[src/rtl/dma_2d_pkg.sv]
// Shared types for the 2D DMA descriptor scheduler: FSM states, error codes
// and the packed descriptor layout stored in the queue.
package dma_2d_pkg;

  typedef enum logic [2:0] {
    ST_IDLE,
    ST_CHECK,
    ST_START,
    ST_WAIT,
    ST_DONE,
    ST_ERR
  } state_t;

  localparam logic [1:0] ERR_NONE    = 2'b00;
  localparam logic [1:0] ERR_DESC    = 2'b01;
  localparam logic [1:0] ERR_TIMEOUT = 2'b10;

  localparam int unsigned DESC_W      = 192;
  localparam int unsigned OFF_SRC     = 0;
  localparam int unsigned OFF_DST     = 32;
  localparam int unsigned OFF_WIDTH   = 64;
  localparam int unsigned OFF_HEIGHT  = 96;
  localparam int unsigned OFF_SSTRIDE = 128;
  localparam int unsigned OFF_DSTRIDE = 160;

  // Field order matches the offsets above (src in the low word).
  typedef struct packed {
    logic [31:0] dst_stride;
    logic [31:0] src_stride;
    logic [31:0] height;
    logic [31:0] width;
    logic [31:0] dst;
    logic [31:0] src;
  } desc_t;

endpackage

[src/rtl/dma_2d_desc_scheduler_fifo.sv]
// Synchronous descriptor FIFO with flush; level is one bit wider than the
// pointers so full and empty are distinguishable.
module dma_desc_fifo #(
  parameter int unsigned C_DEPTH = 4,
  parameter int unsigned C_W     = 192
) (
  input  logic                         clk,
  input  logic                         reset_n,
  input  logic                         push_i,
  input  logic                         pop_i,
  input  logic                         flush_i,
  input  logic [C_W-1:0]               data_i,
  output logic [C_W-1:0]               data_o,
  output logic                         full_o,
  output logic                         empty_o,
  output logic [$clog2(C_DEPTH):0]     level_o
);

  localparam int unsigned PW = $clog2(C_DEPTH);

  logic [C_W-1:0] mem_q [C_DEPTH];
  logic [PW-1:0]  wr_ptr_q, rd_ptr_q;
  logic [PW:0]    level_q;
  logic           do_push, do_pop;

  assign full_o  = (level_q == (PW+1)'(C_DEPTH));
  assign empty_o = (level_q == '0);
  assign level_o = level_q;
  assign data_o  = mem_q[rd_ptr_q];
  assign do_push = push_i & ~full_o & ~flush_i;
  assign do_pop  = pop_i & ~empty_o & ~flush_i;

  always_ff @(posedge clk) begin
    if (!reset_n || flush_i) begin
      wr_ptr_q <= '0;
      rd_ptr_q <= '0;
      level_q  <= '0;
    end else begin
      if (do_push) wr_ptr_q <= wr_ptr_q + PW'(1);
      if (do_pop)  rd_ptr_q <= rd_ptr_q + PW'(1);
      if (do_push && !do_pop)      level_q <= level_q + (PW+1)'(1);
      else if (!do_push && do_pop) level_q <= level_q - (PW+1)'(1);
    end
  end

  always_ff @(posedge clk) begin
    if (do_push) mem_q[wr_ptr_q] <= data_i;
  end

endmodule

[src/rtl/dma_2d_desc_scheduler.sv]
// Descriptor sequencer for the 2D DMA: queues descriptors, validates them,
// starts read/write masters together and waits for both completions.
module dma_2d_desc_scheduler
  import dma_2d_pkg::*;
#(
  parameter int unsigned C_DESC_DEPTH     = 4,
  parameter int unsigned C_TIMEOUT_CYCLES = 1000000,
  parameter int unsigned C_CNT_WIDTH      = 16
) (
  input  logic                          clk,
  input  logic                          reset_n,
  input  logic                          i_desc_valid,
  output logic                          o_desc_ready,
  input  logic [31:0]                   i_desc_src,
  input  logic [31:0]                   i_desc_dst,
  input  logic [31:0]                   i_desc_width,
  input  logic [31:0]                   i_desc_height,
  input  logic [31:0]                   i_desc_src_stride,
  input  logic [31:0]                   i_desc_dst_stride,
  output logic                          o_rd_start,
  output logic                          o_wr_start,
  output logic [31:0]                   o_src_addr,
  output logic [31:0]                   o_dst_addr,
  output logic [31:0]                   o_img_width,
  output logic [31:0]                   o_img_height,
  output logic [31:0]                   o_src_stride,
  output logic [31:0]                   o_dst_stride,
  input  logic                          i_read_done,
  input  logic                          i_write_done,
  input  logic                          i_err_clear,
  output logic                          o_busy,
  output logic                          o_irq,
  output logic [1:0]                    o_err,
  output logic [C_CNT_WIDTH-1:0]        o_done_count,
  output logic [$clog2(C_DESC_DEPTH):0] o_queue_level
);

  localparam bit          TO_EN   = (C_TIMEOUT_CYCLES != 0);
  localparam logic [31:0] TO_LAST = TO_EN ? 32'(C_TIMEOUT_CYCLES - 1) : '0;

  state_t                 state_q, state_d;
  desc_t                  act_q, act_d;
  logic [1:0]             err_q, err_d;
  logic                   start_q, start_d;
  logic                   irq_q, irq_d;
  logic [C_CNT_WIDTH-1:0] cnt_q, cnt_d;
  logic [31:0]            to_q, to_d;
  logic                   rd_seen_q, rd_seen_d, wr_seen_q, wr_seen_d;
  logic                   rd_prev_q, wr_prev_q;
  logic                   rd_edge, wr_edge;

  logic [DESC_W-1:0]      push_data, fifo_dout;
  logic                   fifo_full, fifo_empty, fifo_pop, fifo_flush, fifo_push;

  always_comb begin
    push_data = '0;
    push_data[OFF_SRC     +: 32] = i_desc_src;
    push_data[OFF_DST     +: 32] = i_desc_dst;
    push_data[OFF_WIDTH   +: 32] = i_desc_width;
    push_data[OFF_HEIGHT  +: 32] = i_desc_height;
    push_data[OFF_SSTRIDE +: 32] = i_desc_src_stride;
    push_data[OFF_DSTRIDE +: 32] = i_desc_dst_stride;
  end

  assign o_desc_ready = ~fifo_full & (state_q != ST_ERR);
  assign fifo_push    = i_desc_valid & o_desc_ready;

  dma_desc_fifo #(
    .C_DEPTH (C_DESC_DEPTH),
    .C_W     (DESC_W)
  ) u_fifo (
    .clk     (clk),
    .reset_n (reset_n),
    .push_i  (fifo_push),
    .pop_i   (fifo_pop),
    .flush_i (fifo_flush),
    .data_i  (push_data),
    .data_o  (fifo_dout),
    .full_o  (fifo_full),
    .empty_o (fifo_empty),
    .level_o (o_queue_level)
  );

  // Only fresh rising edges count, so levels held over from a prior transfer are ignored.
  assign rd_edge = i_read_done  & ~rd_prev_q;
  assign wr_edge = i_write_done & ~wr_prev_q;

  always_comb begin
    state_d    = state_q;
    act_d      = act_q;
    err_d      = err_q;
    start_d    = 1'b0;
    irq_d      = 1'b0;
    cnt_d      = cnt_q;
    to_d       = to_q;
    rd_seen_d  = rd_seen_q;
    wr_seen_d  = wr_seen_q;
    fifo_pop   = 1'b0;
    fifo_flush = 1'b0;
    case (state_q)
      ST_IDLE: begin
        if (!fifo_empty) begin
          fifo_pop = 1'b1;
          act_d    = desc_t'(fifo_dout);
          state_d  = ST_CHECK;
        end
      end
      ST_CHECK: begin
        if (act_q.width == '0 || act_q.height == '0 || act_q.width[1:0] != 2'b00 ||
            act_q.src_stride < act_q.width || act_q.dst_stride < act_q.width) begin
          err_d   = ERR_DESC;
          state_d = ST_ERR;
        end else begin
          state_d = ST_START;
        end
      end
      ST_START: begin
        start_d   = 1'b1;
        rd_seen_d = 1'b0;
        wr_seen_d = 1'b0;
        to_d      = '0;
        state_d   = ST_WAIT;
      end
      ST_WAIT: begin
        rd_seen_d = rd_seen_q | rd_edge;
        wr_seen_d = wr_seen_q | wr_edge;
        if (rd_seen_d && wr_seen_d) begin
          state_d = ST_DONE;
        end else if (TO_EN && to_q == TO_LAST) begin
          err_d   = ERR_TIMEOUT;
          state_d = ST_ERR;
        end else begin
          to_d = to_q + 32'd1;
        end
      end
      ST_DONE: begin
        irq_d   = 1'b1;
        cnt_d   = cnt_q + C_CNT_WIDTH'(1);
        state_d = ST_IDLE;
      end
      ST_ERR: begin
        fifo_flush = 1'b1;
        if (i_err_clear) begin
          err_d   = ERR_NONE;
          state_d = ST_IDLE;
        end
      end
      default: state_d = ST_IDLE;
    endcase
  end

  always_ff @(posedge clk) begin
    if (!reset_n) begin
      state_q   <= ST_IDLE;
      act_q     <= '0;
      err_q     <= ERR_NONE;
      start_q   <= 1'b0;
      irq_q     <= 1'b0;
      cnt_q     <= '0;
      to_q      <= '0;
      rd_seen_q <= 1'b0;
      wr_seen_q <= 1'b0;
      rd_prev_q <= 1'b0;
      wr_prev_q <= 1'b0;
    end else begin
      state_q   <= state_d;
      act_q     <= act_d;
      err_q     <= err_d;
      start_q   <= start_d;
      irq_q     <= irq_d;
      cnt_q     <= cnt_d;
      to_q      <= to_d;
      rd_seen_q <= rd_seen_d;
      wr_seen_q <= wr_seen_d;
      rd_prev_q <= i_read_done;
      wr_prev_q <= i_write_done;
    end
  end

  assign o_rd_start   = start_q;
  assign o_wr_start   = start_q;
  assign o_irq        = irq_q;
  assign o_err        = err_q;
  assign o_done_count = cnt_q;
  assign o_busy       = state_q inside {ST_CHECK, ST_START, ST_WAIT, ST_DONE};
  assign o_src_addr   = act_q.src;
  assign o_dst_addr   = act_q.dst;
  assign o_img_width  = act_q.width;
  assign o_img_height = act_q.height;
  assign o_src_stride = act_q.src_stride;
  assign o_dst_stride = act_q.dst_stride;

endmodule

[config.mk]
export PLATFORM = sky130hd
export DESIGN_NAME = dma_2d_desc_scheduler
export DESIGN_NICKNAME = d
export VERILOG_FILES = /design/src/rtl/dma_2d_pkg.sv /design/src/rtl/dma_2d_desc_scheduler_fifo.sv /design/src/rtl/dma_2d_desc_scheduler.sv
export SDC_FILE = /design/constraint.sdc
export NUM_CORES = 1
export LEC_CHECK = 0
export BUFFER_PORTS_ARGS = -buffer_cell sky130_fd_sc_hd__buf_2
export CORE_ASPECT_RATIO = 1.4
export CORE_MARGIN = 3
export CORE_UTILIZATION = 45
export DETAILED_ROUTE_END_ITERATION = 12
export GPL_TIMING_DRIVEN = 1
export HOLD_SLACK_MARGIN = 0.06
export PLACE_DENSITY = 0.61
export REMOVE_ABC_BUFFERS = 1
export SYNTH_ARGS = -nofsm -noshare
export SYNTH_HDL_FRONTEND = slang
export SYNTH_SLANG_ARGS = --single-unit
[constraint.sdc]
create_clock -name clk -period 8.75 [get_ports clk]
set_clock_uncertainty 0.15 [all_clocks]
set_input_delay 1.75 -clock clk [delete_from_list [all_inputs] [get_ports clk]]
set_output_delay 1.75 -clock clk [all_outputs]
set_load 0.02 [all_outputs]
==> impl_metrics.ini <==
[power_and_ir_drop]
cellLeakagePower_nw = 15.8
combPwrFrac_pct = 28.3
power_frac_seq_pct = 43.7
swShare_pct = 33.6
clock_power_share_pct = 28.0
p_int_w = 0.0100
vdd_ir_drop_max_mv = 0.185
finalPower_w = 0.0151
powerDensity_mw_per_mm2 = 334
p_switching_w = 0.00507

[synthesis]
synth_top_flop_cell = edfxtp_1
yosysTopAreaCell = edfxtp_1
synth_area_leaders = edfxtp_1 60%, dfxtp_1 13%, mux4_2 11%, nand2_1 4.1%, a21oi_1 3.0%
synth.yosys.seq_area_share_pct = 72.9
yosysWarnings = 0
avgSynthCellArea_um2 = 16.1
netlist_area_mm2 = 0.0387
async_flop_share_pct = 0
synth_edf_count = 768
synthCells = 2406
ys_ff_latch = 1026
yosysUniqueCellTypes = 62
synth_top_area_share_pct = 59.6

[cts]
cts_tree = yes
htreeDepth = 3
clockBufferDepth = 3
cts_hold_buf = 0
numCtsBuffers = 97
cts-root-buf = clkbuf_16
cts_resized = 0
clk_latency_ns = 0.66
post-cts-setup-buffer-count = 0
clk_pin_slew_ns = 0.06
clkSinkCount = 1026

[finish]
layout-drive-gt1-share_pct = 27.7
syn2layout_area_growth_pct = 16.8
fin_util_pct = 53.3
fin_nets = 3088
finalInstanceArea_mm2 = 0.0452

[drt]
drt_iter0_drc = 1462
drt_wl_total_mm = 94.5
drt-wirelength-per-cell_um = 23.5
dr.pass1.iters = 7
vias_per_cell = 5.48
vias = 22021
drc = 0
ant_nets = 0

[sta]
fin_crit_sh_pct = 48.2
fin_crit_ns = 4.22
maxSlewViolCount = 0
rsz0062_at_grt = false
fin_tns_setup_ns = 0
finalSetupViolCount = 0
hold_viol = 0
relSlewSlack_pct = 23.5
fmax_mhz = 237
worstMarginPinSlew_ns = 1.14

[floorplan]
core_area_mm2 = 0.0848
rows = 126
die-area_mm2 = 0.0896
die_h_um = 353
initial_core_util_pct = 45.6
pin_count = 416
die_x_um = 254

[worst_setup_path]
worstRegToRegCells = 5
worstSetupPathType = reg -> out
crit_path_end_kind = output pin
start_kind = flop
arrival_ns = 2.32
crit_required_ns = 6.85
critPathMaxFanout = 9

[placement]
gp_congestion = 0.809
port_buffers = 415
dpl-instance-area_mm2 = 0.0419
dpl.hpwl_mm = 59.8

[grt]
gr-total-overflow = 0
antenna_found_initial = 53
grt_max_degree = 155
first_global_vias = 22556
track_usage_pct = 21.1
grt_first_pass_wirelength_mm = 142

[outcome]
outcome = complete, no violations

[hold_path]
hold_path.class = reg -> reg
holdPathStages = 2

[run]
max_cap_violations = 0
kinds of logic after synthesis:
| kind of cell | share of synthesized area, % |
|---|---|
| compound gates | 3.94 |
| xor+xnor | 0.996 |
| fa+ha+maj | 2.28 |
| buf+inv | 1.64 |
| flops | 72.9 |
| mux | 11.3 |
| simple gates | 6.95 |
cell type report:
type                    instances  area, µm²
repair buffers                436       2260
diodes                         23       57.6
multi-input cells            1216       9860
fillers                      6976      39600
clock buffers                 134       2820
well taps                    1088       1360
flip-flops and latches       1026      28200
inverters                      43        174
clock inverters                49        435
critical path, stage by stage, from the launching register on:
cell	delay, ns
dfxtp_1	0.47
inv_1	0.14
nand3_1	0.16
a21boi_0	0.58
buf_2	0.31
flip-flops by register name (all words and copies together), names as in the netlist:
register and count:
o_done_count 16, o_irq 1, o_img_height 32, u_fifo.mem_q 768, u_fifo.rd_ptr_q 2, o_dst_stride 32, wr_seen_q 1, wr_prev_q 1
to_q 32, u_fifo.wr_ptr_q 2, o_rd_start 1, o_src_addr 32, o_dst_addr 32, o_err 2, u_fifo.level_o 3, rd_prev_q 1
rd_seen_q 1, o_img_width 32, state_q 3, o_src_stride 32
worst paths after layout:
kind,from,to,slack (ns)
max reg2reg,state_q[1],u_fifo.mem_q[3][76],5.04
min,o_src_addr[17],o_src_addr[17],0.31
max,state_q[1],o_desc_ready,4.53
min reg2reg,o_src_addr[17],o_src_addr[17],0.31
power groups by stage:
stage | sequential (W) | clock, W | combinational [W]
final | 0.00659 | 0.00422 | 0.00428
after global routing | 0.00668 | 0.00453 | 0.00469
after CTS | 0.00661 | 0.00432 | 0.00436
after detailed placement | 0.00671 | 0 | 0.00435
after global placement | 0.00666 | 0 | 0.00429
after floorplan | 0.00718 | 0 | 0.00252
Yosys cell counts (3+ instances only):
master,number
mux2i_1,3
nor2b_1,5
nand2_1,424
nor3_1,6
o21ai_0,23
nand4_1,19
ha_1,69
a21oi_1,230
inv_1,42
o211ai_1,3
xnor2_1,14
mux4_2,192
a221oi_1,4
buf_1,22
edfxtp_1,768
or3_1,10
dfxtp_1,258
a211oi_1,5
nor2_1,71
and2_1,6
and3_1,17
nand3_1,23
and4_1,4
clkbuf_1,95
nor4_1,18
xor2_1,30
a21o_1,4
per-layer routing:
layer	up-vias	wire (µm)	GRT usage, %
met4	40	3190	8.47
met2	698	46000	34.2
met1	11098	37800	26.8
li1	9983	-	-
met3	202	7240	5.99
met5	-	266	0
stage by stage:
| step | cells | setup WS [ns] | hold slack [ns] |
|---|---|---|---|
| floorplan | 2285 | -0.964 | 0.287 |
| global placement | 3809 | 4.54 | 0.291 |
| detailed placement | 3809 | 4.55 | 0.296 |
| CTS | 3992 | 4.49 | 0.307 |
| global route | 4003 | 4.31 | 0.323 |
| finish | 4015 | 4.53 | 0.306 |
cells in the final DEF, fill, tap and decap left out, types with 13 or more instances in the layout:
master / n
a21oi_1: 230
and3_1: 13
buf_2: 415
buf_4: 19
clkbuf_1: 20
clkbuf_16: 104
clkinv_2: 18
dfxtp_1: 256
diode_2: 23
edfxtp_1: 768
ha_1: 69
inv_1: 41
mux4_2: 192
nand2_1: 424
nand3_1: 23
nand4_1: 19
nor2_1: 71
nor4_1: 18
o21ai_0: 23
xnor2_1: 14
xor2_1: 30
Note: power is estimated with default switching activity, not from simulation.
